## src/rtl/pl_hazard_ctrl.sv

```systemverilog
// Pipeline hazard controller: stall/flush/forward generation plus a memory-wait FSM with a watchdog.
// Optional macro HAZARD_PERF_EN adds stall_cycles / flush_count performance counters.
module pl_hazard_ctrl #(
    parameter int MAX_WAIT = 64,
    parameter int WAIT_W   = 7
) (
    input  logic        clk,
    input  logic        reset_n,
    input  logic [4:0]  Rs1D,
    input  logic [4:0]  Rs2D,
    input  logic [4:0]  Rs1E,
    input  logic [4:0]  Rs2E,
    input  logic [4:0]  RdE,
    input  logic [1:0]  Result_srcE,
    input  logic [4:0]  RdM,
    input  logic [4:0]  RdW,
    input  logic        regwriteM,
    input  logic        regwriteW,
    input  logic        PCSrcE,
    input  logic        mem_busy,
    output logic        StallF,
    output logic        StallD,
    output logic        StallE,
    output logic        StallM,
    output logic        FlushD,
    output logic        FlushE,
    output logic [1:0]  ForwardAE,
    output logic [1:0]  ForwardBE,
    output logic        mem_timeout,
    output logic [31:0] stall_cycles,
    output logic [31:0] flush_count
);

    typedef enum logic {
        S_RUN,
        S_MEMWAIT
    } state_t;

    localparam logic [1:0]        FWD_RF  = 2'b00;
    localparam logic [1:0]        FWD_W   = 2'b01;
    localparam logic [1:0]        FWD_M   = 2'b10;
    localparam logic [1:0]        RES_LD  = 2'b01;
    localparam logic [WAIT_W-1:0] MAX_CNT = WAIT_W'(MAX_WAIT);
    localparam logic [WAIT_W-1:0] ONE_CNT = WAIT_W'(1);

    state_t             state_q, state_d;
    logic [WAIT_W-1:0]  wait_cnt_q, wait_cnt_d;
    logic               timeout_q, timeout_d;

    logic               lw_stall;
    logic               freeze;
    logic               stall_fd, stall_em;
    logic               flush_d_raw, flush_e_raw;
    logic [1:0]         fwd_a, fwd_b;

    // M has priority over W because it holds the younger result; x0 is never forwarded.
    function automatic logic [1:0] fwd_sel(
        input logic [4:0] rs,
        input logic       wr_m,
        input logic [4:0] rd_m,
        input logic       wr_w,
        input logic [4:0] rd_w
    );
        if (wr_m && (rd_m != 5'd0) && (rd_m == rs)) begin
            return FWD_M;
        end else if (wr_w && (rd_w != 5'd0) && (rd_w == rs)) begin
            return FWD_W;
        end
        return FWD_RF;
    endfunction

    always_comb begin
        fwd_a = fwd_sel(Rs1E, regwriteM, RdM, regwriteW, RdW);
        fwd_b = fwd_sel(Rs2E, regwriteM, RdM, regwriteW, RdW);
    end

    always_comb begin
        lw_stall = (Result_srcE == RES_LD) && (RdE != 5'd0) &&
                   ((Rs1D == RdE) || (Rs2D == RdE));
    end

    // NOTE: every signal gets a default before the case so no path leaves it unassigned (no latches).
    always_comb begin
        state_d    = state_q;
        wait_cnt_d = wait_cnt_q;
        timeout_d  = timeout_q;
        freeze     = 1'b0;

        unique case (state_q)
            S_RUN: begin
                if (mem_busy) begin
                    freeze     = 1'b1;
                    state_d    = S_MEMWAIT;
                    wait_cnt_d = ONE_CNT;
                end
            end
            S_MEMWAIT: begin
                if (mem_busy) begin
                    freeze = 1'b1;
                    if (wait_cnt_q != MAX_CNT) begin
                        wait_cnt_d = wait_cnt_q + ONE_CNT;
                    end
                end else begin
                    state_d    = S_RUN;
                    wait_cnt_d = '0;
                end
            end
            default: begin
                state_d    = S_RUN;
                wait_cnt_d = '0;
            end
        endcase

        if (mem_busy && (wait_cnt_d == MAX_CNT)) begin
            timeout_d = 1'b1;
        end
    end

    // A freeze beats every flush; a taken branch squashes D so it overrides the load-use hold.
    always_comb begin
        if (freeze) begin
            stall_fd    = 1'b1;
            stall_em    = 1'b1;
            flush_d_raw = 1'b0;
            flush_e_raw = 1'b0;
        end else begin
            stall_fd    = lw_stall && !PCSrcE;
            stall_em    = 1'b0;
            flush_d_raw = PCSrcE;
            flush_e_raw = PCSrcE || lw_stall;
        end
    end

    // NOTE: sequential state uses non-blocking assignments so all flops update together at the edge.
    always_ff @(posedge clk or negedge reset_n) begin
        if (!reset_n) begin
            state_q    <= S_RUN;
            wait_cnt_q <= '0;
            timeout_q  <= 1'b0;
        end else begin
            state_q    <= state_d;
            wait_cnt_q <= wait_cnt_d;
            timeout_q  <= timeout_d;
        end
    end

    // While in reset the pipeline registers are held cleared and nothing is stalled.
    always_comb begin
        StallF      = reset_n && stall_fd;
        StallD      = reset_n && stall_fd;
        StallE      = reset_n && stall_em;
        StallM      = reset_n && stall_em;
        FlushD      = !reset_n || flush_d_raw;
        FlushE      = !reset_n || flush_e_raw;
        ForwardAE   = reset_n ? fwd_a : FWD_RF;
        ForwardBE   = reset_n ? fwd_b : FWD_RF;
        mem_timeout = timeout_q;
    end

`ifdef HAZARD_PERF_EN
    logic [31:0] stall_cnt_q, stall_cnt_d;
    logic [31:0] flush_cnt_q, flush_cnt_d;

    always_comb begin
        stall_cnt_d = stall_cnt_q + {31'd0, StallD};
        flush_cnt_d = flush_cnt_q + {31'd0, FlushD};
    end

    always_ff @(posedge clk or negedge reset_n) begin
        if (!reset_n) begin
            stall_cnt_q <= '0;
            flush_cnt_q <= '0;
        end else begin
            stall_cnt_q <= stall_cnt_d;
            flush_cnt_q <= flush_cnt_d;
        end
    end

    assign stall_cycles = stall_cnt_q;
    assign flush_count  = flush_cnt_q;
`else
    assign stall_cycles = '0;
    assign flush_count  = '0;
`endif

endmodule

```

## config.mk

```make
export PLATFORM = sky130hd
export DESIGN_NAME = pl_hazard_ctrl
export DESIGN_NICKNAME = d
export VERILOG_FILES = /design/src/rtl/pl_hazard_ctrl.sv
export SDC_FILE = /design/constraint.sdc
export NUM_CORES = 1
export LEC_CHECK = 0
export ABC_CLOCK_PERIOD_IN_PS = 1700
export CORE_UTILIZATION = 30
export DETAILED_ROUTE_END_ITERATION = 8
export GPL_ROUTABILITY_DRIVEN = 0
export PLACE_DENSITY_LB_ADDON = 0.2
export SLEW_MARGIN = 30
export SYNTH_ARGS = -nofsm -noshare
export SYNTH_HDL_FRONTEND = slang
export SYNTH_SLANG_ARGS = --single-unit
```

## constraint.sdc

```tcl
create_clock -name clk -period 1.7 [get_ports clk]
set_input_delay 0.17 -clock clk [delete_from_list [all_inputs] [get_ports clk]]
set_output_delay 0.17 -clock clk [all_outputs]
set_load 0.02 [all_outputs]
```

==> results of run 1 <==
## cell usage after synthesis
library cell  number  share of area
o21ai_1            1         0.0033
and3_1             1         0.0042
o21ai_0            5          0.017
clkbuf_1           1         0.0025
buf_2              1         0.0033
xor2_1            20           0.12
xnor2_1           15          0.088
nor3_1             2         0.0067
a41oi_1            1         0.0058
nor4_2             2          0.017
nand2_1            6          0.015
a21oi_1            3          0.010
a31oi_1            1         0.0042
nand4_1            1         0.0042
mux2i_1            1         0.0067
inv_1              5          0.013
nand2b_1           3          0.013
nand3b_1           1         0.0050
a41o_1             1         0.0067
nor2_1             4          0.010
nand3_1           12          0.040
conb_1             1         0.0025
a211o_1            1         0.0058
o211ai_1           1         0.0050
buf_4             67           0.33
or4_1              4          0.020
ha_1               2          0.017
o21bai_1           1         0.0050
or4_4              1         0.0075
o21ai_2            1         0.0058
dfrtp_1            9           0.15
nor4_4             1          0.014
o41ai_1            1         0.0058
nor3b_1            1         0.0050
and2_2             2          0.010
nor4_1             4          0.017
a21o_1             1         0.0050
## area by class of cell
class,instances,area share
clock buffer,4,0.0209
inverter,5,0.00871
multi-input combinational,165,0.492
sequential,9,0.104
tap,67,0.0389
timing repair buffer,82,0.335
## power breakdown
part           switching [mW]  internal [mW]  total (mW)  leakage, nW
Clock                  0.0942          0.164       0.258       0.0228
Combinational           0.279          0.193       0.472        0.973
Sequential            0.00621          0.222       0.228        0.121
## cells in the final DEF (no fill, tap or decap), types with 6 or more instances in the layout
cell type	synthesis	layout
clkbuf_2	0	6
nand3_1	12	12
conb_1	1	64
clkdlybuf4s50_1	0	12
nand2_1	6	6
dlymetal6s2s_1	0	9
dfrtp_1	9	9
dlygate4sd2_1	0	9
buf_6	0	10
buf_4	67	27
xor2_1	20	20
xnor2_1	15	15
## layer usage
metal | vias up | track usage | part of all wire
met5 | - | 0 | 0
met4 | 0 | 0.0196 | 0
met3 | 0 | 0.0345 | 0.073
met2 | 60 | 0.217 | 0.51
met1 | 560 | 0.147 | 0.41
li1 | 650 | - | -
## kinds of logic (layout without fill, tap and decap cells)
kind of cell,Yosys count,count (layout),share of synthesized area
AND/OR/NAND/NOR,45,45,0.187
flip-flops,9,9,0.150
adder cells (fa/ha/maj),2,2,0.0167
XOR/XNOR,35,35,0.204
buffers and inverters,74,91,0.353
multiplexers,1,1,0.00667
other,1,64,0.00250
AO/OA/AOI/OAI,18,18,0.0792
## per-stage QoR
| stage | cells | setup TNS (ns) |
|---|---|---|
| 4_1_cts | 330 | 0 |
| 5_1_grt | 332 | -0.0746 |
| 6_report | 332 | -0.00108 |
| 3_3_place_gp | 324 | -5.24 |
| 3_5_place_dp | 324 | -5.30 |
| 2_1_floorplan | 248 | 0 |
## worst max-delay path: stages
cell and delay, ns:
clkdlybuf4s15_1 0.20, xor2_1 0.15, or4_1 0.54, nor4_2 0.27, buf_2 0.20
## flip-flops by register name (all words and copies together), names as in the netlist
register and cells:
state_q 1, wait_cnt_q 7, mem_timeout 1
## worst paths after layout
path,start,to,slack (ns)
hold / removal,reset_n,wait_cnt_q[0],0.02
setup reg to reg,wait_cnt_q[0],mem_timeout,0.17
min in group clk,mem_timeout,mem_timeout,0.46
hold reg to reg,mem_timeout,mem_timeout,0.46
max in group asynchronous,reset_n,wait_cnt_q[6],1.53
setup / recovery,Rs1E[3],ForwardAE[0],-0.001
## repair_timing
item	in CTS	in global routing
pin swaps	16	13
gates resized for setup	103	25
endpoints found under the setup margin	10	9
buffers inserted	2	2
==> key figures, run 1 <==
Timing
  • Fin. max-slew vios: 0
  • Worst Skew: roughly 0.0028 ns
  • RSZ-0062 raised after global routing: yes
  • Final Hold Fails: 0
  • Tcrit/Tclk final: 1.00
  • Setup violators final: 1
  • Final hold slack: roughly 0.025 ns
  • Final WS setup: -0.00108 ns
  • FMAX: 588 MHz
  • Minimum clock period: 1.70 ns

Yosys
  • Synth Instances: 185
  • Yosys reg bits: 9
  • Yosys cell types: 37
  • Netlist Area Pre-Place: about 1500 um^2
  • Syn Area/Cell: just over 8 um^2
  • Synth warn: 0
  • Sequential-to-total area share from yosys stat: 0.150

Run status
  • Status: finished with violations
  • Failing checks: setup timing

Clock network
  • TritonCTS clock tree: done
  • Clock latency on the worst-skew pair: between 0.2 and 0.25 ns
  • CTS Sinks: 9
  • CTS buffer count: 3
  • H-tree Lvls: 1
  • Clock Pin Slew Worst Setup and Hold Paths: 0.05 ns
  • Hold_buf cts: 0
  • Root Buffer: clkbuf_8
  • Clock buffer depth: 2

Power
  • Lkg Pwr: 1.12 nW
  • Power Density: 445 nW/um^2
  • Total power: around 0.96 mW
  • Peak VDD IR: between 0.0002 and 0.00025 V

Global routing
  • Antenna violations before repair: 0
  • Gr usage total: 0.122
  • First-pass GRT wire length: 5.07 mm
  • Largest net degree at the start of global routing: 14
  • Total gr overflow: 0
  • Vias in the first global route: 1146

Floorplan
  • Die area: 5290 um^2
  • CORE AREA: 4750 um^2
  • Die H: slightly above 70 um
  • IO Pins: 118
  • Die W: 72.7 um
  • Row cnt: 25
  • Starting Density: 0.316

Layout
  • Area Growth Syn to Fin: 43.6%
  • Finished Core Util: 0.453
  • Multi-input gate area: around 1100 um^2
  • Register area: approximately 230 um^2
  • Final nets: 311
  • Final non-filler cell area: 2160 um^2
  • Ant diodes: 0
  • Layout cells sized above 1: 0.253
  • Fillers: 508

Route
  • Via count: 1270
  • Final ANT Viol Nets: 0
  • DRC Markers: 0
  • Post-DR vias/cell: between 3 and 4
  • Drt first pass iters: 4
  • Post-Route WL: 3.25 mm
  • DRT iter0 DRCs: 15
  • WL/cell: 9.78 um

Setup path
  • Max FO, Critical Path: 2
  • CP startpoint kind: primary input
  • Crit path kind: in -> out
  • Worst EP required: 1.53 ns
  • Worst setup EP type: primary output
  • Worst R2R Path Depth: 7
  • CP arrival: 1.53 ns

Placed design
  • Hpwl dp: around 2.6 mm
  • Place WS: -0.772 ns
  • I/O Buffers: 53
  • Placed cell areas: 2030 um^2

Run
  • Max Cap Viol: 0

Worst hold path
  • Worst hold path class: in -> async
(Power assumes the default switching activity.)
==> inputs of run 2 (changes only) <==
Settings changed: CTS_BUF_LIST from default to sky130_fd_sc_hd__clkbuf_4, HOLD_SLACK_MARGIN from default to 0.12.
==> run 2 against run 1 <==
Effect of this change:
- the flow still finishes with violations (setup timing)
- fmax is essentially flat
- wire length grew 1.3%
- setup slack lost 0.00090 ns
- count of clock-buffer cells in the layout is the same
- first-iteration DRC count shrank 27%
- sequential share of layout area is essentially flat
- critical path depth is the same
- clock skew grew 0.0013 ns
- clock power shrank 26%
- highest routed layer is now met4
==> key figures, run 2 (synthesis gave the netlist of run 1 again) <==
Run status
  • Status: finished with violations
  • Failing checks: setup timing

Clock network
  • Clock latency on the worst-skew pair: around 0.27 ns
  • CTS buffer count: 3
  • Root Buffer: clkbuf_4
  • Clock Pin Slew Worst Setup and Hold Paths: 0.06 ns
  • Clock buffer depth: 2
  • CTS Sinks: 9
  • H-tree Lvls: 1
  • TritonCTS clock tree: done

Route
  • Via count: 1273
  • Final ANT Viol Nets: 0
  • Drt first pass iters: 4
  • DRT iter0 DRCs: 11
  • Post-Route WL: around 3.3 mm
  • DRC Markers: 0
  • WL/cell: 9.88 um
  • Post-DR vias/cell: about 3.8

Floorplan
  • Die W: 72.7 um
  • IO Pins: 118
  • Starting Density: 0.316
  • Die H: 72.7 um
  • Die area: approximately 5300 um^2
  • CORE AREA: 4750 um^2
  • Row cnt: 25

Layout
  • Multi-input gate area: roughly 1100 um^2
  • Layout cells sized above 1: 0.256
  • Area Growth Syn to Fin: 43.2%
  • Most frequent cells in the layout: 64 x conb_1, 27 x buf_4, 20 x xor2_1
  • Finished Core Util: 0.452
  • Max reg flops: 7
  • Ant diodes: 0
  • Final nets: 312
  • Fillers: between 500 and 600
  • Final std cells w/o fill: 333
  • Register area: 225 um^2
  • Largest Register: wait_cnt_q
  • Most common cell after layout, fill and taps aside: conb_1
  • Final non-filler cell area: 2150 um^2

Power
  • Peak VDD IR: approximately 0.00017 V
  • Lkg Pwr: 1.12 nW
  • Total power: between 0.8 and 0.9 mW
  • Power Density: between 400 and 500 nW/um^2

Setup path
  • Worst path slowest cell: or4_1
  • Reg2reg end: mem_timeout
  • CP max stage delay: between 0.5 and 0.6 ns
  • CP arrival: ~1.5 ns
  • CP cell instances: clkdlybuf4s15_1 > xor2_1 > or4_1 > nor4_2 > buf_2
  • Reg2reg setup slack: ~0.16 ns
  • CP startpoint kind: primary input
  • Worst R2R Path Depth: 7
  • Worst setup EP type: primary output
  • Crit path kind: in -> out
  • Max FO, Critical Path: 2
  • R2R Path Start: wait_cnt_q[0]
  • Worst EP required: 1.53 ns

Timing
  • Final Hold Fails: 0
  • RSZ-0062 raised after global routing: yes
  • Worst Skew: 0.00411 ns
  • Setup_tns: -0.00197 ns
  • Final WS setup: -0.00197 ns
  • Tcrit/Tclk final: 1.00
  • FMAX: 588 MHz
  • Fin. max-slew vios: 0
  • Final hold slack: 0.465 ns
  • Minimum clock period: roughly 1.7 ns
  • Setup violators final: 1

Placed design
  • # placed instances: 324
  • Place WS: -0.772 ns
  • I/O Buffers: 53
  • Placed cell areas: 2030 um^2
  • Hpwl dp: ~2.6 mm

Global routing
  • Total gr overflow: 0
  • Antenna violations before repair: 0
  • Vias in the first global route: 1146
  • Largest net degree at the start of global routing: 12
  • Gr usage total: 0.124
  • First-pass GRT wire length: 5.13 mm

Run
  • Max Cap Viol: 0

Worst hold path
  • Worst hold path class: reg -> reg
  • Hold EP: mem_timeout
  • Hold-critical path depth: 1
  • HP Start: mem_timeout
## run 2: changes by cell type in the layout (fill, tap and decap cells not counted)
cell,change
dlygate4sd3_1,+1
clkbuf_4,+4
clkbuf_8,-3
clkbuf_1,-1
## run 2: worst max path at each step
| stage | slack (ns) | end | startpoint |
|---|---|---|---|
| CTS | 0.001 | ForwardBE[0] | Rs2E[0] |
| global placement | -0.74 | ForwardBE[0] | RdM[1] |
| global route | -0.06 | ForwardAE[0] | Rs1E[3] |
| floorplan | 0.10 | mem_timeout | wait_cnt_q[0] |
| detailed placement | -0.77 | ForwardBE[0] | RdM[1] |
| finish | -0.002 | ForwardAE[0] | Rs1E[3] |
## run 2: repair_timing
action / CTS / global route
buffers inserted: 2 / 2
hold endpoints to repair: 9 / 0
resized for setup: 103 / 25
hold buffers: 1 / 0
pin swaps: 16 / 13
cloned: 0 / 0
endpoints found under the setup margin: 10 / 9
## run 2: layout make-up
cell class,count,area share
Timing Repair Buffer,83,0.341
Multi-Input combinational cell,165,0.493
Inverter,5,0.00873
Tap cell,67,0.0390
Clock buffer,4,0.0140
Sequential cell,9,0.105
## run 2: worst max-delay path, delay by kind of cell
family	cells	cell delay, ns
buffers and inverters	2	0.40
and+or+nand+nor	2	0.81
xor gates and xnor gates	1	0.15
## run 2: per-layer routing
metal | GRT usage | vias up | part of all wire
li1 | - | 652 | -
met1 | 0.151 | 557 | 0.41
met2 | 0.221 | 61 | 0.51
met3 | 0.0345 | 3 | 0.073
met4 | 0.0196 | 0 | 0.0036
met5 | 0 | - | 0
## run 2: where the power goes
group          internal (mW)  total (mW)  switching (mW)
clock                  0.107       0.192          0.0849
combinational          0.195       0.475           0.280
sequential             0.221       0.227         0.00616
total                  0.523       0.894           0.371
